<file path="config.mk">
export PLATFORM = sky130hd
export DESIGN_NAME = step_ctrl
export DESIGN_NICKNAME = d
export VERILOG_FILES = /design/src/rtl/step_ctrl_pkg.sv /design/src/rtl/step_ctrl_debounce.sv /design/src/rtl/step_ctrl.sv
export SDC_FILE = /design/constraint.sdc
export NUM_CORES = 1
export LEC_CHECK = 0
export ABC_AREA = 1
export BUFFER_PORTS_ARGS = -buffer_cell sky130_fd_sc_hd__buf_2
export CORE_MARGIN = 2
export CORE_UTILIZATION = 35
export DETAILED_ROUTE_END_ITERATION = 7
export GPL_TIMING_DRIVEN = 0
export PLACE_DENSITY = 0.71
export SYNTH_ARGS = -nofsm -noshare
export SYNTH_HDL_FRONTEND = slang
export SYNTH_SLANG_ARGS = --single-unit
export TNS_END_PERCENT = 50
</file>
<file path="constraint.sdc">
create_clock -name clock -period 1.55 [get_ports clock]
set_input_delay 0.0775 -clock clock [delete_from_list [all_inputs] [get_ports clock]]
set_output_delay 0.0775 -clock clock [all_outputs]
set_load 0.03 [all_outputs]
</file>
<file path="src/rtl/step_ctrl_pkg.sv">
// Shared state encoding and widths for the step_ctrl single-step / free-run controller.
package step_ctrl_pkg;

   localparam int STATE_W = 2;

   typedef enum logic [STATE_W-1:0] {
      IDLE    = 2'd0,
      PRESSED = 2'd1,
      RUN     = 2'd2
   } state_e;

endpackage

</file>
<file path="src/rtl/step_ctrl_debounce.sv">
// Two-flop synchronizer plus consecutive-sample debouncer for an active-low pushbutton.
// level_o idles high and only follows the input after DEBOUNCE_CYCLES agreeing samples.
module step_ctrl_debounce #(
   parameter int DEBOUNCE_CYCLES = 16
) (
   input  logic clk_i,
   input  logic rst_ni,
   input  logic key_ni,
   output logic level_o
);

   localparam int CW = (DEBOUNCE_CYCLES > 1) ? $clog2(DEBOUNCE_CYCLES) : 1;
   localparam logic [CW-1:0] CNT_LAST = CW'(DEBOUNCE_CYCLES - 1);

   logic          sync1_q;
   logic          sync2_q;
   logic          level_q;
   logic [CW-1:0] cnt_q;

   // Synchronize, then count consecutive samples that disagree with the held level.
   always_ff @(posedge clk_i or negedge rst_ni) begin
      if (!rst_ni) begin
         sync1_q <= 1'b1;
         sync2_q <= 1'b1;
         level_q <= 1'b1;
         cnt_q   <= '0;
      end else begin
         sync1_q <= key_ni;
         sync2_q <= sync1_q;
         if (sync2_q == level_q) begin
            cnt_q <= '0;
         end else if (cnt_q == CNT_LAST) begin
            level_q <= sync2_q;
            cnt_q   <= '0;
         end else begin
            cnt_q <= cnt_q + CW'(1);
         end
      end
   end

   assign level_o = level_q;

endmodule

</file>
<file path="src/rtl/step_ctrl.sv">
// Processor step controller: debounced single-step button or free-running step pulses.
// Define STEP_CTRL_COUNT_EN to build the 16-bit step counter; otherwise step_count reads zero.
module step_ctrl
   import step_ctrl_pkg::*;
#(
   parameter int DEBOUNCE_CYCLES = 16,
   parameter int RUN_DIV         = 8
) (
   input  logic               clock,
   input  logic               reset,
   input  logic               key_n,
   input  logic               run_sw,
   output logic               step_en,
   output logic [15:0]        step_count,
   output logic [STATE_W-1:0] state_o
);

   localparam int DW = (RUN_DIV > 2) ? $clog2(RUN_DIV) : 1;
   localparam logic [DW-1:0] DIV_LAST = DW'(RUN_DIV - 1);

   logic          level_s;
   logic          level_prev_q;
   logic          press_s;
   logic          release_s;
   state_e        state_q;
   logic [DW-1:0] div_q;
   logic          step_en_q;
`ifdef STEP_CTRL_COUNT_EN
   logic [15:0]   count_q;
`endif

   step_ctrl_debounce #(
      .DEBOUNCE_CYCLES(DEBOUNCE_CYCLES)
   ) u_debounce (
      .clk_i  (clock),
      .rst_ni (reset),
      .key_ni (key_n),
      .level_o(level_s)
   );

   assign press_s   = level_prev_q & ~level_s;
   assign release_s = ~level_prev_q & level_s;

   // Mode FSM; step_en and the counter are updated in the same edge so they stay aligned.
   always_ff @(posedge clock or negedge reset) begin
      if (!reset) begin
         level_prev_q <= 1'b1;
         state_q      <= IDLE;
         div_q        <= '0;
         step_en_q    <= 1'b0;
`ifdef STEP_CTRL_COUNT_EN
         count_q      <= 16'h0000;
`endif
      end else begin
         level_prev_q <= level_s;
         step_en_q    <= 1'b0;
         case (state_q)
            IDLE: begin
               if (run_sw) begin
                  state_q <= RUN;
                  div_q   <= '0;
               end else if (press_s) begin
                  state_q   <= PRESSED;
                  step_en_q <= 1'b1;
`ifdef STEP_CTRL_COUNT_EN
                  count_q   <= count_q + 16'd1;
`endif
               end
            end
            PRESSED: begin
               if (release_s) begin
                  state_q <= IDLE;
               end
            end
            RUN: begin
               // Leaving RUN wins over a divider terminal count in the same cycle.
               if (!run_sw) begin
                  state_q <= IDLE;
                  div_q   <= '0;
               end else if (div_q == DIV_LAST) begin
                  div_q     <= '0;
                  step_en_q <= 1'b1;
`ifdef STEP_CTRL_COUNT_EN
                  count_q   <= count_q + 16'd1;
`endif
               end else begin
                  div_q <= div_q + DW'(1);
               end
            end
            default: begin
               state_q <= IDLE;
               div_q   <= '0;
            end
         endcase
      end
   end

   assign step_en = step_en_q;
   assign state_o = state_q;
`ifdef STEP_CTRL_COUNT_EN
   assign step_count = count_q;
`else
   assign step_count = 16'h0000;
`endif

endmodule
</file>
Yosys cells after proc, flatten, opt, wreduce, memory -nomap -nowiden
Index checks and enable logic that the tools add are counted.
W data, S select, Z words.
{"block": "op_classes", "add_sub_neg": 2, "eq_ne": 9, "muxes": 16, "n_bitwise": 6, "reduce_logical": 4}
{"operator": "$mux W3", "n": 3}
{"operator": "$pmux W3 S3", "n": 1}
{"operator": "$mux W2", "n": 4}
{"operator": "$mux W4", "n": 2}
{"operator": "$ne A2 B2 Y1 const B", "n": 3}
{"operator": "$pmux W2 S3", "n": 1}
{"operator": "$add A4 B1 Y4 const B", "n": 1}
{"operator": "$eq A4 B4 Y1 const B", "n": 1}
{"operator": "$mux W1", "n": 4}
{"operator": "$not A1 Y1", "n": 4}
{"operator": "$reduce_and A2 Y1", "n": 2}
{"operator": "$add A3 B1 Y3 const B", "n": 1}
{"operator": "$eq A3 B3 Y1 const B", "n": 1}
{"operator": "$ne A3 B3 Y1 const B", "n": 1}
{"operator": "$reduce_and A3 Y1", "n": 1}
{"operator": "$and A1 B1 Y1", "n": 2}
{"operator": "$eq A2 B1 Y1 const B", "n": 1}
{"operator": "$eq A2 B2 Y1 const B", "n": 1}
{"operator": "$logic_not A2 Y1", "n": 1}
{"operator": "$pmux W1 S2", "n": 1}
{"operator": "$eq A1 B1 Y1", "n": 1}
{"block": "totals", "regBits": 14, "input_bits": 4, "out_inout_bits": 19, "wordCells": 45}

Longest topological paths before layout
{"block": "depth", "word_depth": 5, "ltp_mapped": 5, "ltp_nobuf": 5}

Cells and area by module
From an unflattened synthesis, not the netlist that was laid out.
{"block": "hier_totals", "cells_unflattened": 81, "hier_area_um2": 719.4}
{"module": "step_ctrl", "instances": 1, "cells_per_inst": 53, "area_each_um2": 440.4, "seq_area_each_um2": 176.4}
{"module": "step_ctrl_debounce", "instances": 1, "cells_per_inst": 28, "area_each_um2": 279.0, "seq_area_each_um2": 178.9}

Least setup slack after synthesis
OpenSTA, ideal clock, no wires.
{"block": "synth_timing", "path_type": "flip-flop to flip-flop", "start": "reg div_q[0]", "end": "reg div_q[2]", "setup_ns": 0.117, "arrival_time_ns": 0.920, "t_required_ns": 1.433, "path_slack_ns": 0.513, "stages_incl_launch_ff": 5, "path_buffers": 0, "period_less_slack_ns": 1.037, "path_cell_list": "dfrtp_1 -> ha_1 -> ha_1 -> nand2_1 -> nand2_1"}
{"block": "synth_via", "elab_chain_cells": 4, "word_cells_on_any_way": 5, "classes_between": "add/sub (1); eq/ne (1); mux (3)"}
{"element": "from (decl)", "line_no": "step_ctrl.sv:26", "text": "logic [DW-1:0] div_q;"}
{"element": "from (signal assigned)", "line_no": "step_ctrl.sv:87", "text": "div_q <= div_q + DW'(1);"}
{"element": "$add A3 B1 Y3 or $eq A3 B3 Y1 (tied branches)", "line_no": "step_ctrl.sv:87, step_ctrl.sv:80"}
{"element": "$mux W3 (*)", "line_no": "step_ctrl.sv:80", "text": "end else if (div_q == DIV_LAST) begin"}
{"element": "$mux W3 (*)", "line_no": "step_ctrl.sv:77", "text": "if (!run_sw) begin"}
{"element": "$pmux W3 S3 (*)", "line_no": "step_ctrl.sv:57", "text": "case (state_q)"}
Mark *: on every way between the ends. The rest lies on a longest branch, timed or not.
A chain may end at the register's enable or synchronous reset.

Worst setup path after layout
{"block": "layout_timing", "start": "reg div_q[0]", "end": "reg div_q[0]"}
The elaborated chain is that of the path after synthesis.

==> metrics.cfg <==
[power_and_ir_drop]
switching_share_pct = 32.8
fin_total_pwr_uw = 860
power.density_nw_per_um2 = 982
power_switching_uw = 282
cellLeakagePower_uw = 0.000501
power.share.clock_pct = 24.6
irDropWorstVdd_mv = 0.522
p_comb_share_pct = 24.1
seqPwrFrac_pct = 51.2
int_power_uw = 578

[floorplanning]
die_height_um = 49.0
io_pins = 23
placeableCoreArea_um2 = 1940
die_area_um2 = 2400
placement_rows = 16
starting_utilization_of_the_core_area_pct = 36.5
dieWidth_um = 49.0

[critical_path]
worst-path-max-fanout = 3
crit_required_ns = 1.77
combined_buffer_and_inverter_count_along_the_critical_path = 0
crit-reg2reg-launch = div_q[0]$_DFFE_PN0P_
crit_path_launch = div_q[0]$_DFFE_PN0P_
worst-setup-path-type = reg -> reg
cp-start-kind = flop
crit_slowest_cell = sky130_fd_sc_hd__dfrtp_1
sequence_of_cells_on_the_critical_path = ha_1 > ha_1 > nor2_1 > nand2_1 > nand2_1
worst-endpoint-arrival_ns = 1.32
timing.critical_path.to_type = flop
critical_path.max_stage_delay_ns = 0.41
kind_of_cell_adding_the_most_delay_to_the_critical_path = flip-flops

[sta]
setup-violations-final = 0
final_min_period_ns = 1.10
fraction_of_the_cycle_the_final_worst_path_needs_pct = 70.9
finalMaxSlewViolations = 0
hold_viol = 0
clock.fmax_mhz = 910
rsz0062_at_grt = false
finClkSkew_ns = 0.00413
timing.setup.tns_ns = 0
fin_ws_ns = 0.451

[yosys]
netlist_instances = 78
postSynthAreaPerCell_um2 = 9.10
synth_top_area_share_pct = 35.3
synth_top_flop_cell = sky130_fd_sc_hd__dfrtp_1
synth_top_family_by_area = buffers and inverters
netlist_area_um2 = 709
synth-warning-count = 0
xor_and_xnor_fraction_of_the_mapped_netlist_area_pct = 1.23
async_flop_share_pct = 100
top_cell_type_by_total_area_after_synthesis = sky130_fd_sc_hd__dfrtp_1
share_of_cell_area_taken_by_muxes_after_synthesis_pct = 0
synth_adder_area_share_pct = 5.29
synth_top_cells_by_count = sky130_fd_sc_hd__nand2_1 (19), sky130_fd_sc_hd__buf_4 (16), sky130_fd_sc_hd__dfrtp_1 (10)
synth.most_common_cell = sky130_fd_sc_hd__nand2_1
postSynthRegisterBits = 14
post_synth_and_or_nand_nor_area_fraction_pct = 19.4
fraction_of_the_mapped_netlist_area_in_compound_gates_pct = 3.35
ys_top_cells_by_area = sky130_fd_sc_hd__dfrtp_1 (35%), sky130_fd_sc_hd__buf_4 (17%), sky130_fd_sc_hd__dfstp_2 (15%)
yosys.cell_types.count = 15
synth-seq-area-share_pct = 50.1
synth_enable_flop_cells = 0

[clock_network]
clockBufferDepth = 2
clock-sinks = 14
ctsHtreeMaxLevel = 1
tritoncts = yes
ctsResizeCount = 0
worst_skew_pair.late_latency_ns = 0.28
root_buffer = sky130_fd_sc_hd__clkbuf_4
cts_made_buffers = 3
clk_pin_slew_worst_paths_ns = 0.08

[global_route]
grt_start_max_net_pins = 15
first_global_vias = 478
grt_antenna_before_repair = 0
global_route.overflow_total = 0
gr-usage-all-layers_pct = 10.1
grt_pass1_wl_um = 1800

[worst_hold_path]
hold_path_startpoint = run_sw
holdCritPathClass = in -> reg

[finish]
num_antenna_cells = 0
final.fill_count = 200
nets = 113
sequential_cell_area_um2 = 355
multi_input_combinational_cell_area_um2 = 268
stdcell_count = 132
layout-drive-gt1-share_pct = 30.5
syn2layout_area_growth_pct = 23.5

[routing]
routed_wl_um = 981
detailed_route_via_count = 502
total_iterations_of_the_first_detailed_routing_run = 4
drc_errors = 0
drt-wirelength-per-cell_um = 7.43
ant_nets = 0
drt-vias-per-instance = 3.80
drt_iter0_drc = 3

[place]
port_buffers = 6
dp.final_hpwl_um = 783
preCtsSetupSlack_ns = 0.456
gp_congestion = 0.698
place.detailed.instances = 126

[job]
max_cap_viol_count = 0

[status]
run_status = complete, no violations

==> worst paths after layout <==
check | end | slack, ns | depth (start not counted)
worst max-delay path | div_q[0]$_DFFE_PN0P_ | 0.45 | 5
worst min-delay path | state_o[1]$_DFFE_PN0P_ | 0.08 | 3
worst max register to register | div_q[0]$_DFFE_PN0P_ | 0.45 | 5
worst min register to register | u_debounce.sync2_q$_DFF_PN1_ | 0.36 | 0
max in group asynchronous | u_debounce.sync2_q$_DFF_PN1_ | 1.06 | 2
min in group asynchronous | u_debounce.cnt_q[1]$_DFF_PN0_ | 0.20 | 2
==> power by group through the flow <==
stage / Clock, uW / Sequential [uW] / Combinational, uW
final: 212 / 441 / 208
after global routing: 244 / 447 / 231
after CTS: 221 / 441 / 209
after detailed placement: 0 / 448 / 204
after global placement: 0 / 445 / 198
after floorplan: 0 / 460 / 149
==> worst register-to-register path, delay by kind of cell, from the launching register on <==
family                   cells  cell delay [ns]
flip-flops                   1             0.41
adder cells (fa/ha/maj)      2             0.40
AND/OR/NAND/NOR              3             0.23
==> metal layers <==
| metal | global-route usage (%) | vias up | wire [um] |
|---|---|---|---|
| li1 | - | 267 | - |
| met1 | 10.0 | 214 | 425 |
| met5 | 0 | - | 0 |
| met4 | 10.5 | 0 | 23 |
| met3 | 3.07 | 4 | 60 |
| met2 | 16.2 | 17 | 471 |
==> area by class of cell <==
cell class	instances	share of cell area (%)
sequential	14	40.6
multi-input combinational	57	30.6
timing repair buffer	8	5.71
tap	27	3.86
buffer	16	13.7
clock buffer	4	3.00
inverter	6	2.57
==> registers in the layout, summed over array words and instances, names as in the netlist <==
| name | flops |
|---|---|
| step_en | 1 |
| u_debounce.cnt_q | 4 |
| div_q | 3 |
| state_o | 2 |
| level_prev_q | 1 |
| u_debounce.level_o | 1 |
| u_debounce.sync1_q | 1 |
| u_debounce.sync2_q | 1 |
==> metrics by stage <==
stage / instance area, um^2 / util (%) / hold slack (ns)
3_5_place_dp: 830 / 42.7 / -0.0127
4_1_cts: 876 / 45.1 / 0.0707
5_1_grt: 876 / 45.1 / 0.0962
3_3_place_gp: 830 / 42.7 / -0.0166
2_1_floorplan: 766 / - / -0.218
6_report: 876 / 45.1 / 0.0763
==> repair_timing <==
action / 4_1_cts / 5_1_grt
endpoints found under the hold margin: 15 / 0
hold buffers: 2 / 0
buffers inserted: 0 / 0
==> cells in the final DEF (no fill, tap or decap), types with 2 or more instances in the layout <==
cell type                       Yosys  layout
sky130_fd_sc_hd__ha_1               3       3
sky130_fd_sc_hd__dfrtp_1           10      10
sky130_fd_sc_hd__dlygate4sd3_1      0       2
sky130_fd_sc_hd__nand4_1            2       2
sky130_fd_sc_hd__inv_1              6       6
sky130_fd_sc_hd__nand3_1            3       3
sky130_fd_sc_hd__buf_2              0       6
sky130_fd_sc_hd__nand2_1           19      19
sky130_fd_sc_hd__clkbuf_4           0       3
sky130_fd_sc_hd__conb_1             1      16
sky130_fd_sc_hd__o21ai_0            3       3
sky130_fd_sc_hd__nor2_1             7       7
sky130_fd_sc_hd__dfstp_2            4       4
sky130_fd_sc_hd__buf_4             16      16
==> kinds of logic (layout without fill, tap and decap cells) <==
family                     after synthesis  count (layout)
DFF                                     14              14
adders and majority gates                3               3
xor gates and xnor gates                 1               1
AOI/OAI and AO/OA                        4               4
and+or+nand+nor                         33              33
buffers and inverters                   22              34
other                                    1              16
Power figures use the tool's default switching activity.
